### src/rtl/lcd_serial_video_gen_pkg.sv
`default_nettype none
// ============================================================================
// Module   : lcd_video_pkg
// Brief    : Shared timing defaults, polarity encodings and helper functions
//            for the serial-RGB LCD video generator.
// Revision : 1.0 - initial release
// ============================================================================
package lcd_video_pkg;

    localparam int DEF_H_VISIBLE = 320;
    localparam int DEF_H_FRONT   = 20;
    localparam int DEF_H_SYNC    = 30;
    localparam int DEF_H_BACK    = 38;
    localparam int DEF_V_VISIBLE = 240;
    localparam int DEF_V_FRONT   = 4;
    localparam int DEF_V_SYNC    = 3;
    localparam int DEF_V_BACK    = 15;
    localparam int DEF_CHANNELS  = 3;
    localparam int DEF_CH_WIDTH  = 8;
    localparam int DEF_CNT_W     = 10;

    localparam bit POL_ACTIVE_LOW  = 1'b0;
    localparam bit POL_ACTIVE_HIGH = 1'b1;

    function automatic int total4(input int a, input int b, input int c, input int d);
        return a + b + c + d;
    endfunction

    // True when a counter of width w can hold 0..total-1.
    function automatic bit fits(input int total, input int w);
        return (total >= 1) && (total <= (1 << w));
    endfunction

endpackage
`default_nettype wire

### src/rtl/lcd_serial_video_gen_if.sv
`default_nettype none
// ============================================================================
// Module   : lcd_serial_video_gen_if
// Brief    : Pixel-source and panel-pin bundle of the LCD video generator.
// Revision : 1.0 - initial release
// ============================================================================
interface lcd_serial_video_gen_if #(
    parameter int CHANNELS = 3,
    parameter int CH_WIDTH = 8,
    parameter int CNT_W    = 10
);
    logic                         ch_rev;
    logic [CHANNELS*CH_WIDTH-1:0] rgb_data;
    logic [CH_WIDTH-1:0]          lcd_dat;
    logic                         lcd_hsync;
    logic                         lcd_vsync;
    logic                         lcd_den;
    logic [CNT_W-1:0]             h_pos;
    logic [CNT_W-1:0]             v_pos;
    logic                         line_start;
    logic                         frame_start;

    modport master (
        input  ch_rev, rgb_data,
        output lcd_dat, lcd_hsync, lcd_vsync, lcd_den,
        output h_pos, v_pos, line_start, frame_start
    );

    modport slave (
        output ch_rev, rgb_data,
        input  lcd_dat, lcd_hsync, lcd_vsync, lcd_den,
        input  h_pos, v_pos, line_start, frame_start
    );
endinterface
`default_nettype wire

### src/rtl/lcd_timing_counter.sv
`default_nettype none
// ============================================================================
// Module   : lcd_timing_counter
// Brief    : Sub-cycle/column/line counters, line/frame strobes and
//            visible/sync decode for the LCD video generator.
// Revision : 1.0 - initial release
// ============================================================================
module lcd_timing_counter
    import lcd_video_pkg::*;
#(
    parameter int H_VISIBLE = DEF_H_VISIBLE,
    parameter int H_FRONT   = DEF_H_FRONT,
    parameter int H_SYNC    = DEF_H_SYNC,
    parameter int H_BACK    = DEF_H_BACK,
    parameter int V_VISIBLE = DEF_V_VISIBLE,
    parameter int V_FRONT   = DEF_V_FRONT,
    parameter int V_SYNC    = DEF_V_SYNC,
    parameter int V_BACK    = DEF_V_BACK,
    parameter int CHANNELS  = DEF_CHANNELS,
    parameter int CNT_W     = DEF_CNT_W
) (
    input  wire logic             clk,
    input  wire logic             reset,
    output logic                  o_latch,
    output logic [CNT_W-1:0]      o_h_pos,
    output logic [CNT_W-1:0]      o_v_pos,
    output logic                  o_visible,
    output logic                  o_hs_act,
    output logic                  o_vs_act,
    output logic                  o_line_start,
    output logic                  o_frame_start
);

    localparam int H_TOTAL = total4(H_VISIBLE, H_FRONT, H_SYNC, H_BACK);
    localparam int V_TOTAL = total4(V_VISIBLE, V_FRONT, V_SYNC, V_BACK);

    if (!fits(H_TOTAL, CNT_W) || !fits(V_TOTAL, CNT_W)) begin : g_cnt_w_check
        $error("lcd_timing_counter: H_TOTAL or V_TOTAL exceeds 2**CNT_W");
    end

    if (CHANNELS < 1 || CHANNELS > 4) begin : g_channels_check
        $error("lcd_timing_counter: CHANNELS must be 1..4");
    end

    localparam logic [1:0]       c_CH_LAST = 2'(CHANNELS - 1);
    localparam logic [CNT_W-1:0] c_H_LAST  = CNT_W'(H_TOTAL - 1);
    localparam logic [CNT_W-1:0] c_V_LAST  = CNT_W'(V_TOTAL - 1);
    // One extra bit so a sync window ending exactly at 2**CNT_W still compares correctly.
    localparam logic [CNT_W:0]   c_H_VIS   = (CNT_W+1)'(H_VISIBLE);
    localparam logic [CNT_W:0]   c_V_VIS   = (CNT_W+1)'(V_VISIBLE);
    localparam logic [CNT_W:0]   c_HS_BEG  = (CNT_W+1)'(H_VISIBLE + H_FRONT);
    localparam logic [CNT_W:0]   c_HS_END  = (CNT_W+1)'(H_VISIBLE + H_FRONT + H_SYNC);
    localparam logic [CNT_W:0]   c_VS_BEG  = (CNT_W+1)'(V_VISIBLE + V_FRONT);
    localparam logic [CNT_W:0]   c_VS_END  = (CNT_W+1)'(V_VISIBLE + V_FRONT + V_SYNC);

    logic [1:0]       r_ch;
    logic [CNT_W-1:0] r_h;
    logic [CNT_W-1:0] r_v;
    logic             r_line_start;
    logic             r_frame_start;

    logic             w_latch;
    logic [1:0]       w_ch_next;
    logic [CNT_W-1:0] w_h_next;
    logic [CNT_W-1:0] w_v_next;
    logic             w_ls_next;

    assign w_latch = (r_ch == c_CH_LAST);

    always_comb begin
        w_ch_next = r_ch + 2'd1;
        w_h_next  = r_h;
        w_v_next  = r_v;
        if (w_latch) begin
            w_ch_next = 2'd0;
            if (r_h == c_H_LAST) begin
                w_h_next = '0;
                w_v_next = (r_v == c_V_LAST) ? '0 : r_v + 1'b1;
            end else begin
                w_h_next = r_h + 1'b1;
            end
        end
    end

    // Strobes are registered from next-state values so they align with the counters.
    assign w_ls_next = (w_ch_next == 2'd0) && (w_h_next == '0);

    always_ff @(posedge clk) begin
        if (reset) begin
            r_ch          <= 2'd0;
            r_h           <= '0;
            r_v           <= '0;
            r_line_start  <= 1'b1;
            r_frame_start <= 1'b1;
        end else begin
            r_ch          <= w_ch_next;
            r_h           <= w_h_next;
            r_v           <= w_v_next;
            r_line_start  <= w_ls_next;
            r_frame_start <= w_ls_next && (w_v_next == '0);
        end
    end

    assign o_latch       = w_latch;
    assign o_h_pos       = r_h;
    assign o_v_pos       = r_v;
    assign o_line_start  = r_line_start;
    assign o_frame_start = r_frame_start;
    assign o_visible     = ({1'b0, r_h} < c_H_VIS) && ({1'b0, r_v} < c_V_VIS);
    assign o_hs_act      = ({1'b0, r_h} >= c_HS_BEG) && ({1'b0, r_h} < c_HS_END);
    assign o_vs_act      = ({1'b0, r_v} >= c_VS_BEG) && ({1'b0, r_v} < c_VS_END);

endmodule
`default_nettype wire

### src/rtl/lcd_serial_video_gen.sv
`default_nettype none
// ============================================================================
// Module   : lcd_serial_video_gen
// Brief    : Serial-RGB LCD timing generator and pixel serialiser; sync/den
//            outputs are aligned with channel 0 of the pixel they describe.
// Revision : 1.0 - initial release
// ============================================================================
module lcd_serial_video_gen
    import lcd_video_pkg::*;
#(
    parameter int H_VISIBLE = DEF_H_VISIBLE,
    parameter int H_FRONT   = DEF_H_FRONT,
    parameter int H_SYNC    = DEF_H_SYNC,
    parameter int H_BACK    = DEF_H_BACK,
    parameter int V_VISIBLE = DEF_V_VISIBLE,
    parameter int V_FRONT   = DEF_V_FRONT,
    parameter int V_SYNC    = DEF_V_SYNC,
    parameter int V_BACK    = DEF_V_BACK,
    parameter int CHANNELS  = DEF_CHANNELS,
    parameter int CH_WIDTH  = DEF_CH_WIDTH,
    parameter int CNT_W     = DEF_CNT_W,
    parameter bit HS_POL    = POL_ACTIVE_LOW,
    parameter bit VS_POL    = POL_ACTIVE_LOW,
    parameter bit DE_POL    = POL_ACTIVE_LOW
) (
    input  wire logic              clk,
    input  wire logic              reset,
    lcd_serial_video_gen_if.master bus
);

    localparam int c_W = CHANNELS * CH_WIDTH;

    logic             w_latch;
    logic             w_visible;
    logic             w_hs_act;
    logic             w_vs_act;
    logic [CNT_W-1:0] w_h_pos;
    logic [CNT_W-1:0] w_v_pos;
    logic             w_line_start;
    logic             w_frame_start;
    logic [c_W-1:0]   w_ord;

    logic [CH_WIDTH-1:0] r_dat;
    logic [c_W-1:0]      r_shift;
    logic                r_hs;
    logic                r_vs;
    logic                r_de;

    lcd_timing_counter #(
        .H_VISIBLE (H_VISIBLE),
        .H_FRONT   (H_FRONT),
        .H_SYNC    (H_SYNC),
        .H_BACK    (H_BACK),
        .V_VISIBLE (V_VISIBLE),
        .V_FRONT   (V_FRONT),
        .V_SYNC    (V_SYNC),
        .V_BACK    (V_BACK),
        .CHANNELS  (CHANNELS),
        .CNT_W     (CNT_W)
    ) u_timing (
        .clk           (clk),
        .reset         (reset),
        .o_latch       (w_latch),
        .o_h_pos       (w_h_pos),
        .o_v_pos       (w_v_pos),
        .o_visible     (w_visible),
        .o_hs_act      (w_hs_act),
        .o_vs_act      (w_vs_act),
        .o_line_start  (w_line_start),
        .o_frame_start (w_frame_start)
    );

    // Reorder so channel 0 always sits in the MS slice; blanked pixels shift out zeros.
    always_comb begin
        w_ord = '0;
        if (w_visible) begin
            if (bus.ch_rev) begin
                for (int k = 0; k < CHANNELS; k++) begin
                    w_ord[(CHANNELS-1-k)*CH_WIDTH +: CH_WIDTH] = bus.rgb_data[k*CH_WIDTH +: CH_WIDTH];
                end
            end else begin
                w_ord = bus.rgb_data;
            end
        end
    end

    always_ff @(posedge clk) begin
        if (reset) begin
            r_dat   <= '0;
            r_shift <= '0;
            r_hs    <= ~HS_POL;
            r_vs    <= ~VS_POL;
            r_de    <= ~DE_POL;
        end else if (w_latch) begin
            r_dat   <= w_ord[c_W-1 -: CH_WIDTH];
            r_shift <= w_ord << CH_WIDTH;
            r_hs    <= w_hs_act  ? HS_POL : ~HS_POL;
            r_vs    <= w_vs_act  ? VS_POL : ~VS_POL;
            r_de    <= w_visible ? DE_POL : ~DE_POL;
        end else begin
            r_dat   <= r_shift[c_W-1 -: CH_WIDTH];
            r_shift <= r_shift << CH_WIDTH;
        end
    end

    assign bus.lcd_dat     = r_dat;
    assign bus.lcd_hsync   = r_hs;
    assign bus.lcd_vsync   = r_vs;
    assign bus.lcd_den     = r_de;
    assign bus.h_pos       = w_h_pos;
    assign bus.v_pos       = w_v_pos;
    assign bus.line_start  = w_line_start;
    assign bus.frame_start = w_frame_start;

endmodule
`default_nettype wire
### src/flat_wrapper.sv
// flat-port wrapper written by rule: the top's interface ports become plain ports
module lcd_serial_video_gen_flat import lcd_video_pkg::*;
#(
    parameter int H_VISIBLE = DEF_H_VISIBLE,
    parameter int H_FRONT   = DEF_H_FRONT,
    parameter int H_SYNC    = DEF_H_SYNC,
    parameter int H_BACK    = DEF_H_BACK,
    parameter int V_VISIBLE = DEF_V_VISIBLE,
    parameter int V_FRONT   = DEF_V_FRONT,
    parameter int V_SYNC    = DEF_V_SYNC,
    parameter int V_BACK    = DEF_V_BACK,
    parameter int CHANNELS  = DEF_CHANNELS,
    parameter int CH_WIDTH  = DEF_CH_WIDTH,
    parameter int CNT_W     = DEF_CNT_W,
    parameter bit HS_POL    = POL_ACTIVE_LOW,
    parameter bit VS_POL    = POL_ACTIVE_LOW,
    parameter bit DE_POL    = POL_ACTIVE_LOW
)
  (clk, reset, bus_ch_rev, bus_rgb_data, bus_lcd_dat, bus_lcd_hsync, bus_lcd_vsync, bus_lcd_den, bus_h_pos, bus_v_pos, bus_line_start, bus_frame_start);
  lcd_serial_video_gen_if #(.CHANNELS(CHANNELS), .CH_WIDTH(CH_WIDTH), .CNT_W(CNT_W)) bus_i ();
  input  wire logic clk;
  input  wire logic reset;
  input wire logic [$bits(bus_i.ch_rev)-1:0] bus_ch_rev;
  input wire logic [$bits(bus_i.rgb_data)-1:0] bus_rgb_data;
  output wire logic [$bits(bus_i.lcd_dat)-1:0] bus_lcd_dat;
  output wire logic [$bits(bus_i.lcd_hsync)-1:0] bus_lcd_hsync;
  output wire logic [$bits(bus_i.lcd_vsync)-1:0] bus_lcd_vsync;
  output wire logic [$bits(bus_i.lcd_den)-1:0] bus_lcd_den;
  output wire logic [$bits(bus_i.h_pos)-1:0] bus_h_pos;
  output wire logic [$bits(bus_i.v_pos)-1:0] bus_v_pos;
  output wire logic [$bits(bus_i.line_start)-1:0] bus_line_start;
  output wire logic [$bits(bus_i.frame_start)-1:0] bus_frame_start;
  assign bus_i.ch_rev = bus_ch_rev;
  assign bus_i.rgb_data = bus_rgb_data;
  assign bus_lcd_dat = bus_i.lcd_dat;
  assign bus_lcd_hsync = bus_i.lcd_hsync;
  assign bus_lcd_vsync = bus_i.lcd_vsync;
  assign bus_lcd_den = bus_i.lcd_den;
  assign bus_h_pos = bus_i.h_pos;
  assign bus_v_pos = bus_i.v_pos;
  assign bus_line_start = bus_i.line_start;
  assign bus_frame_start = bus_i.frame_start;
  lcd_serial_video_gen #(.H_VISIBLE(H_VISIBLE), .H_FRONT(H_FRONT), .H_SYNC(H_SYNC), .H_BACK(H_BACK), .V_VISIBLE(V_VISIBLE), .V_FRONT(V_FRONT), .V_SYNC(V_SYNC), .V_BACK(V_BACK), .CHANNELS(CHANNELS), .CH_WIDTH(CH_WIDTH), .CNT_W(CNT_W), .HS_POL(HS_POL), .VS_POL(VS_POL), .DE_POL(DE_POL)) u_core (.clk(clk), .reset(reset), .bus(bus_i));
endmodule
### config.mk
export PLATFORM = sky130hd
export DESIGN_NAME = lcd_serial_video_gen_flat
export DESIGN_NICKNAME = d
export VERILOG_FILES = /design/src/rtl/lcd_serial_video_gen_pkg.sv /design/src/rtl/lcd_serial_video_gen_if.sv /design/src/rtl/lcd_timing_counter.sv /design/src/rtl/lcd_serial_video_gen.sv /design/src/flat_wrapper.sv
export SDC_FILE = /design/constraint.sdc
export NUM_CORES = 1
export LEC_CHECK = 0
export CAP_MARGIN = 20
export CORE_MARGIN = 10
export CORE_UTILIZATION = 30
export DETAILED_ROUTE_END_ITERATION = 6
export PLACE_DENSITY = 0.55
export SYNTH_ARGS = -nofsm -noshare
export SYNTH_HDL_FRONTEND = slang
export SYNTH_HIERARCHICAL = 1
export SYNTH_SLANG_ARGS = --single-unit
### constraint.sdc
create_clock -name clk -period 2.35 [get_ports clk]
set_clock_uncertainty 0.1 [all_clocks]
set_input_delay 0.235 -clock clk [delete_from_list [all_inputs] [get_ports clk]]
set_output_delay 0.235 -clock clk [all_outputs]
set_load 0.05 [all_outputs]
==> key figures, run 1 <==
Clocking
  – CTS root buffer: clkbuf_8
  – CTS tree: done
  – Clock Sinks: 51
  – H-tree Lvls: 2
  – Hold Buf Count CTS: 0
  – Num CTS Buffers: 5
  – Clock buffer depth: 2
  – Clock latency at the later pin of the worst-skew pair: 310 ps
  – Setup bufs post-CTS: 0
  – CTS clock-pin slew for the worst setup and hold paths: 100 ps

Global routing
  – Largest net degree at the start of global routing: 17
  – Initial antenna violation count: 0
  – Gr ovfl total: 0
  – First-pass GRT wire length: 11.5 mm
  – All-Layer GR Usage: 0.111
  – Vias in the first global route: 2136

Die
  – Die height: 111 um
  – Die Area: 0.0123 mm2
  – Initial Util: 0.305
  – IO Count: 60
  – Chip width: 111 um
  – Row cnt: 33
  – Core Area: 0.00813 mm2

Place
  – Post-place setup slack: 103 ps
  – Port bufs: 59
  – GP Congestion: 0.883
  – DP HPWL: 5.23 mm

STA
  – Peak Freq: 0.452 GHz
  – Final setup fails: 0
  – Post-route setup slack: 140 ps
  – Final period util: 0.941
  – Relative slew margins: 0.641
  – Max Slew Vio Count: 0
  – Post-route minimum period: 2210 ps
  – RSZ-0062 raised after global routing: no
  – Final-report hold violation count: 0
  – Post-Route Setup TNS: 0 ps
  – Slew @ Worst Pin: 536 ps
  – WHS: 337 ps

Final layout
  – Register area: 0.00104 mm2
  – Util after Layout: 0.413
  – Area Overhead vs Synth: 35.7%
  – Nets: 371
  – Fraction of layout instances using a drive strength above 1: 0.135
  – Fillers: 810
  – Footprint of the multi-input gates: 0.00133 mm2
  – Antenna cells: 0

Worst hold path
  – Hold Startpoint: u_core/r_shift[20]
  – Hold depth: 1
  – Hold EP: u_core/bus.lcd_dat[4]
  – Hold Path Class: flop to flop

Detailed routing
  – First-pass iteration count of the detailed router: 4
  – Total Wirelength: 7.06 mm
  – Per-cell routed wire length: 15.9 um
  – Via density: 4.92
  – Via count: 2191
  – Drt initial violations: 96
  – Drt drc: 0
  – Final ANT Viol Nets: 0

Synthesis
  – Leading area contributor after synthesis: dfxtp_1
  – Most area-consuming cells after synthesis: dfxtp_1, mux2i_1, nor2_1
  – Mapped cell area: 0.00248 mm2
  – Post-synth EDFFs: 0
  – YS warnings: 6
  – Most frequent cell after synthesis: dfxtp_1
  – Yosys cell types: 54
  – FF+latch count, synth: 51
  – Synth cell count leaders: dfxtp_1, nor2_1, nand2_1
  – Syn Area/Cell: 9.07 um2
  – Seq/Total Area, Yosys: 0.412
  – Top-area cell type share of the netlist area: 0.412
  – Prevailing post-synth register cell: dfxtp_1
  – Syn nets: 305
  – Synth async-reset ratio: 0
  – Post-Syn Instances: 273

Critical path
  – CP Data Required Time: 2470 ps
  – R2R Setup Slk: 140 ps
  – CP Launch Type: flop
  – Critical R2R Launch: u_core/u_timing/o_h_pos[1]
  – Worst r2r dst: u_core/u_timing/o_frame_start
  – CP Class: flop to flop
  – CP endpoint kind: flop
  – Arr. time, crit path: 2330 ps
  – CP max FO: 7
  – R2R depth: 7

Power
  – Pwr dens: 506 mW/mm2
  – VDD IR max: 0.000317 V
  – Pwr Total: 1.70 mW
  – P_leak: 1.25 nW

Run status
  – Status: finished, final reports clean

Run
  – Max-cap violations: 0
## layer usage
layer | wire length (um) | track usage | vias up
li1 | - | - | 1104
met3 | 415 | 0.0363 | 7
met4 | 75 | 0.0313 | 0
met2 | 2980 | 0.164 | 69
met5 | 0 | 0 | -
met1 | 3590 | 0.149 | 1011
## placed cells by master (no fill, tap or decap), drive strengths merged, types with 3 or more instances in the layout
| cell type | n |
|---|---|
| nor3 | 11 |
| a22o | 8 |
| clkdlybuf4s50 | 59 |
| o21ai | 9 |
| clkbuf | 5 |
| nor2 | 32 |
| xnor2 | 7 |
| xor2 | 4 |
| nand3b | 4 |
| a21oi | 13 |
| nand4 | 4 |
| o2bb2ai | 8 |
| nor3b | 4 |
| and3 | 3 |
| inv | 8 |
| dfxtp | 51 |
| mux2i | 17 |
| o211ai | 3 |
| nand2 | 18 |
| ha | 5 |
| buf | 17 |
| or3 | 4 |
| nand3 | 13 |
## where the power goes
group	internal, mW	switching [mW]	total [mW]
Sequential	0.881	0.0104	0.891
Combinational	0.0887	0.0982	0.187
Clock	0.318	0.305	0.623
Total	1.29	0.414	1.70
## sequential cells by signal (all words and copies together) (netlist names)
name	count
u_core/r_shift	16
u_core/u_timing/o_h_pos	10
u_core/u_timing/r_ch	2
u_core/bus.lcd_den	1
u_core/u_timing/o_v_pos	10
u_core/bus.lcd_vsync	1
u_core/u_timing/o_frame_start	1
u_core/bus.lcd_dat	8
u_core/bus.lcd_hsync	1
u_core/u_timing/o_line_start	1
## area by class of cell
class                      count  area share
sequential                    51       0.309
clock buffer                   5      0.0205
clock inverter                 3      0.0130
timing repair buffer          76       0.214
inverter                       8     0.00893
multi-input combinational    197       0.396
tap                          105      0.0391
## stage by stage
stage               instances  instance area (um2)
detailed placement        437                 3250
global placement          437                 3250
finish                    445                 3360
global route              445                 3360
floorplan                 273                 2490
CTS                       445                 3360
## critical path, cell delays in order, from the launching register on
cell and delay [ps]:
dfxtp_2 410, ha_2 250, nand2_1 120, or3_4 420, o211ai_2 70, nand3_1 100
o31a_1 340, o41ai_2 320
## cell families (layout without fill, tap and decap cells)
group / count (synthesis) / in the layout / share of synthesized area
buffers and inverters: 25 / 92 / 0.0510
multiplexers: 18 / 18 / 0.0732
AO/OA/AOI/OAI: 52 / 52 / 0.152
flip-flops: 51 / 51 / 0.412
AND/OR/NAND/NOR: 111 / 111 / 0.247
adder cells (fa/ha/maj): 5 / 5 / 0.0253
XOR/XNOR: 11 / 11 / 0.0389
## what timing repair did
item / CTS / global route
hold endpoints to repair: 0 / 0
setup endpoints to repair: 0 / 1
resized for setup: 0 / 1
## worst max-delay path by stage
stage	from	endpoint	cells past startpoint
after global routing	u_core/u_timing/o_h_pos[1]	u_core/u_timing/o_frame_start	7
after detailed placement	u_core/u_timing/o_h_pos[1]	u_core/u_timing/o_frame_start	7
final	u_core/u_timing/o_h_pos[1]	u_core/u_timing/o_frame_start	7
after CTS	u_core/u_timing/o_h_pos[1]	u_core/u_timing/o_frame_start	7
after floorplan	u_core/u_timing/o_h_pos[7]	u_core/u_timing/o_frame_start	7
after global placement	u_core/u_timing/o_h_pos[3]	u_core/u_timing/o_frame_start	6
No activity file was read; power rests on OpenSTA's default activity.
==> inputs of run 2 (changes only) <==
PLACE_DENSITY = 0.57   (was 0.55)
clock period = 1.98 ns   (was 2.35 ns; I/O delays follow)
==> key figures, run 2 (synthesis gave the netlist of run 1 again) <==
Detailed routing
  – Drt initial violations: 181
  – Per-cell routed wire length: 15.8 um
  – Wl on met1: 3.54 mm
  – Final ANT Viol Nets: 0
  – Met2 wire length: 3.39 mm
  – Via density: 4.95
  – DR top layer: met4
  – First-pass iteration count of the detailed router: 4
  – Total Wirelength: 7.41 mm
  – Wire length on met3: 424 um
  – Via count: 2318
  – Drt drc: 0

STA
  – Peak Freq: 0.486 GHz
  – Final-report hold violation count: 0
  – Post-route minimum period: 2060 ps
  – Max Slew Vio Count: 0
  – Slew @ Worst Pin: 547 ps
  – Relative slew margins: 0.634
  – Final setup fails: 1
  – RSZ-0062 raised after global routing: yes
  – Post-route setup slack: -78.5 ps
  – Final period util: 1.04
  – WHS: 340 ps

Final layout
  – Nets: 394
  – Area Overhead vs Synth: 45.1%
  – Fillers: 800
  – Fraction of layout instances using a drive strength above 1: 0.248
  – Commonest non-fill, non-tap cell in the layout: clkdlybuf4s50_1
  – Footprint of the multi-input gates: 0.00138 mm2
  – Top reg by flops: u_core/r_shift
  – Most frequent cells in the layout: clkdlybuf4s50_1, buf_4, dfxtp_1
  – Antenna cells: 0
  – Register area: 0.00106 mm2
  – Largest register FFs: 16

Critical path
  – WP depth: 8
  – R2R depth: 8
  – Worst Path Buf+Inv: 1
  – CP Launch Type: flop
  – Worst path max stage delay: 370 ps
  – CP endpoint kind: flop
  – CP delay by family, top: compound AO/OA/AOI/OAI gates
  – CP Class: flop to flop
  – CP max FO: 6
  – Max stage delay cell, worst path: dfxtp_4
  – CP Cell Sequence: ha_2, and4b_2, nand3_2, buf_4, nor3b_1, o32ai_2, nand4_1, o41ai_2
  – CP Data Required Time: 2100 ps
  – Arr. time, crit path: 2180 ps

Die
  – Die Area: 0.0123 mm2
  – IO Count: 60
  – Chip width: 111 um
  – Die height: 111 um
  – Initial Util: 0.305
  – Row cnt: 33
  – Core Area: 0.00813 mm2

Worst hold path
  – Hold Path Class: flop to flop
  – Hold depth: 1

Run status
  – Violated checks: setup timing
  – Status: finished with violations

Clocking
  – CTS tree: done
  – CTS clock-pin slew for the worst setup and hold paths: 100 ps
  – CTS root buffer: clkbuf_8
  – Hold Buf Count CTS: 0
  – H-tree Lvls: 2
  – Setup bufs post-CTS: 0
  – Num CTS Buffers: 5
  – Clock Sinks: 51
  – Clock buffer depth: 2
  – Clock latency at the later pin of the worst-skew pair: 310 ps

Global routing
  – All-Layer GR Usage: 0.116
  – First-pass GRT wire length: 12.0 mm
  – Initial antenna violation count: 0
  – Vias in the first global route: 2250
  – Gr ovfl total: 0
  – Largest net degree at the start of global routing: 17

Run
  – Max-cap violations: 0

Place
  – DP HPWL: 5.64 mm
  – Port bufs: 59
  – GP Congestion: 0.878
  – Post-place setup slack: -136 ps

Power
  – Pwr dens: 528 mW/mm2
  – P_leak: 1.41 nW
  – VDD IR max: 0.000261 V
  – Pwr Total: 1.90 mW
-- run 2: what timing repair did --
item,CTS,global route
endpoints found under the setup margin,1,3
gates resized for setup,2,8
pin swaps,0,5
-- run 2: worst reg2reg max path, stage by stage, from the launching register on --
cell and delay (ps):
dfxtp_4 370, ha_2 210, and4b_2 270, nand3_2 90, buf_4 140, nor3b_1 60, o32ai_2 230, nand4_1 150
o41ai_2 340
-- run 2: path summary, 6_finish.rpt --
kind,slack (ps),end,startpoint
worst max-delay path,-80,u_core/u_timing/o_frame_start,u_core/u_timing/o_h_pos[0]
worst min-delay path,340,u_core/bus.lcd_dat[2],u_core/r_shift[18]
worst max register to register,-80,u_core/u_timing/o_frame_start,u_core/u_timing/o_h_pos[0]
worst min register to register,340,u_core/bus.lcd_dat[2],u_core/r_shift[18]
-- run 2: where the power goes --
part	switching [mW]	internal [mW]
Clock	0.364	0.250
Sequential	0.0110	1.04
Combinational	0.120	0.112
Total	0.495	1.40
-- run 2: final cells by class --
cell class	instances	share of cell area
clock buffers	5	0.0192
multi-input cells	197	0.384
repair buffers	99	0.251
clock inverters	3	0.00522
flip-flops and latches	51	0.296
well taps	105	0.0366
inverters	8	0.00836
-- run 2: stage by stage --
step                instances   util  TNS (ps)  area [um2]
floorplan                 273      -      -107        2550
global placement          460  0.427     -66.2        3470
detailed placement        460  0.427      -136        3470
CTS                       468  0.439      -115        3570
global route              468  0.442      -204        3590
finish                    468  0.442     -78.5        3590
-- run 2: routing by layer --
metal / track usage / vias up
li1: - / 1157
met1: 0.150 / 1091
met2: 0.184 / 64
met3: 0.0352 / 6
met4: 0.0234 / 0
met5: 0 / -
==> inputs of run 3 (changes only) <==
==> constraint.sdc (replaced) <==
create_clock -name clk -period 1.98 [get_ports clk]
set_clock_uncertainty 0.1 [all_clocks]
set_input_delay 0.495 -clock clk [delete_from_list [all_inputs] [get_ports clk]]
set_output_delay 0.495 -clock clk [all_outputs]
set_load 0.05 [all_outputs]
==> key figures, run 3 (synthesis gave the netlist of run 1 again) <==
Run status
  – Status: finished with violations
  – Violated checks: setup timing

Final layout
  – Fillers: 802
  – Area Overhead vs Synth: 46.4%
  – Commonest non-fill, non-tap cell in the layout: buf_4
  – Fraction of layout instances using a drive strength above 1: 0.340
  – Largest register FFs: 16
  – Nets: 404
  – Antenna cells: 0
  – Top reg by flops: u_core/r_shift
  – Most frequent cells in the layout: buf_4, dfxtp_1, nor2_1
  – Register area: 0.00106 mm2
  – Footprint of the multi-input gates: 0.00137 mm2

Critical path
  – CP Class: flop to flop
  – CP max FO: 5
  – Critical R2R Launch: u_core/u_timing/o_h_pos[0]
  – Worst r2r dst: u_core/u_timing/o_frame_start
  – Crit path launch: u_core/u_timing/o_h_pos[0]
  – R2R Setup Slk: -60 ps
  – CP Data Required Time: 2080 ps
  – CP endpoint kind: flop
  – Arr. time, crit path: 2140 ps
  – R2R depth: 8
  – CP Launch Type: flop

Global routing
  – First-pass GRT wire length: 11.7 mm
  – All-Layer GR Usage: 0.113
  – Initial antenna violation count: 0
  – Largest net degree at the start of global routing: 17
  – Gr ovfl total: 0
  – Vias in the first global route: 2271

Die
  – Die height: 111 um
  – Die Area: 0.0123 mm2
  – IO Count: 60
  – Initial Util: 0.305
  – Chip width: 111 um
  – Row cnt: 33
  – Core Area: 0.00813 mm2

Power
  – Pwr Total: 2.01 mW
  – VDD IR max: 0.000315 V
  – P_leak: 1.49 nW
  – Pwr dens: 554 mW/mm2

Clocking
  – Hold Buf Count CTS: 0
  – Clock Sinks: 51
  – CTS clock-pin slew for the worst setup and hold paths: 90 ps
  – Clock latency at the later pin of the worst-skew pair: 300 ps
  – CTS tree: done
  – H-tree Lvls: 2
  – Clock buffer depth: 2
  – CTS root buffer: clkbuf_8
  – Num CTS Buffers: 5

Detailed routing
  – Via density: 4.90
  – Drt initial violations: 111
  – First-pass iteration count of the detailed router: 4
  – Final ANT Viol Nets: 0
  – Per-cell routed wire length: 15.2 um
  – Via count: 2341
  – Total Wirelength: 7.27 mm
  – Drt drc: 0

STA
  – Post-Route Setup TNS: -58.7 ps
  – Max Slew Vio Count: 0
  – Final-report hold violation count: 0
  – Final period util: 1.03
  – Post-route setup slack: -58.7 ps
  – Peak Freq: 0.490 GHz
  – Slew @ Worst Pin: 395 ps
  – Relative slew margins: 0.736
  – RSZ-0062 raised after global routing: yes
  – Final setup fails: 1
  – Post-route minimum period: 2040 ps

Worst hold path
  – Hold Startpoint: u_core/r_shift[16]
  – Hold depth: 1
  – Hold Path Class: flop to flop
  – Hold EP: u_core/bus.lcd_dat[0]

Place
  – Port bufs: 59
  – DP HPWL: 5.60 mm
  – GP Congestion: 0.913

Run
  – Max-cap violations: 0
## run 3: cell types whose count changed in the layout (fill, tap and decap cells not counted), sizes merged
cell / previous run / this run
buf: 42 / 83
clkbuf: 5 / 6
clkdlybuf4s50: 55 / 26
bufinv: 0 / 1
dlymetal6s2s: 2 / 0
clkinv: 2 / 0
## run 3: worst max-delay path, stage by stage, from the launching register on
cell	delay, ps
dfxtp_4	350
ha_2	200
and4b_1	230
nand3_2	90
buf_4	140
nor3b_1	50
o32ai_1	280
nand4_1	160
o41ai_2	350
## run 3: final cells by class
| cell class | count | share of cell area |
|---|---|---|
| clock buffer | 6 | 0.0200 |
| clock inverter | 2 | 0.0100 |
| inverter | 8 | 0.00828 |
| multi-input combinational | 197 | 0.378 |
| sequential | 51 | 0.294 |
| tap | 105 | 0.0362 |
| timing repair buffer | 109 | 0.254 |
## run 3: timing repair
item	in CTS	in global routing
pin swaps	3	3
setup endpoints to repair	1	2
gates resized for setup	2	3
setup buffers	3	0
## run 3: worst max path at each step
stage | end | slack [ps]
after floorplan | u_core/u_timing/o_frame_start | -110
after global placement | u_core/u_timing/o_frame_start | -60
after detailed placement | u_core/u_timing/o_frame_start | -50
after CTS | u_core/u_timing/o_frame_start | -70
after global routing | u_core/u_timing/o_frame_start | -190
final | u_core/u_timing/o_frame_start | -60
## run 3: layer usage
metal / global-route usage / part of all wire / vias up
met2: 0.176 / 0.45 / 79
met1: 0.151 / 0.48 / 1072
met4: 0.0260 / 0.0067 / 0
met3: 0.0287 / 0.062 / 10
li1: - / - / 1180
met5: 0 / 0 / -
## run 3: power breakdown
group | internal [mW] | switching (mW) | total [mW]
clock | 0.378 | 0.347 | 0.726
combinational | 0.116 | 0.121 | 0.237
sequential | 1.04 | 0.00966 | 1.05
total | 1.53 | 0.478 | 2.01
## run 3: per-stage QoR
step                hold WS, ps  utilization  worst slack, ps  instances  cell area (um2)
floorplan                   310            -             -107        273             2550
global placement            313        0.427            -56.0        467             3470
detailed placement          316        0.427            -54.2        467             3470
CTS                         338        0.444            -70.8        478             3610
global route                359        0.446             -195        478             3630
finish                      335        0.446            -58.7        478             3630
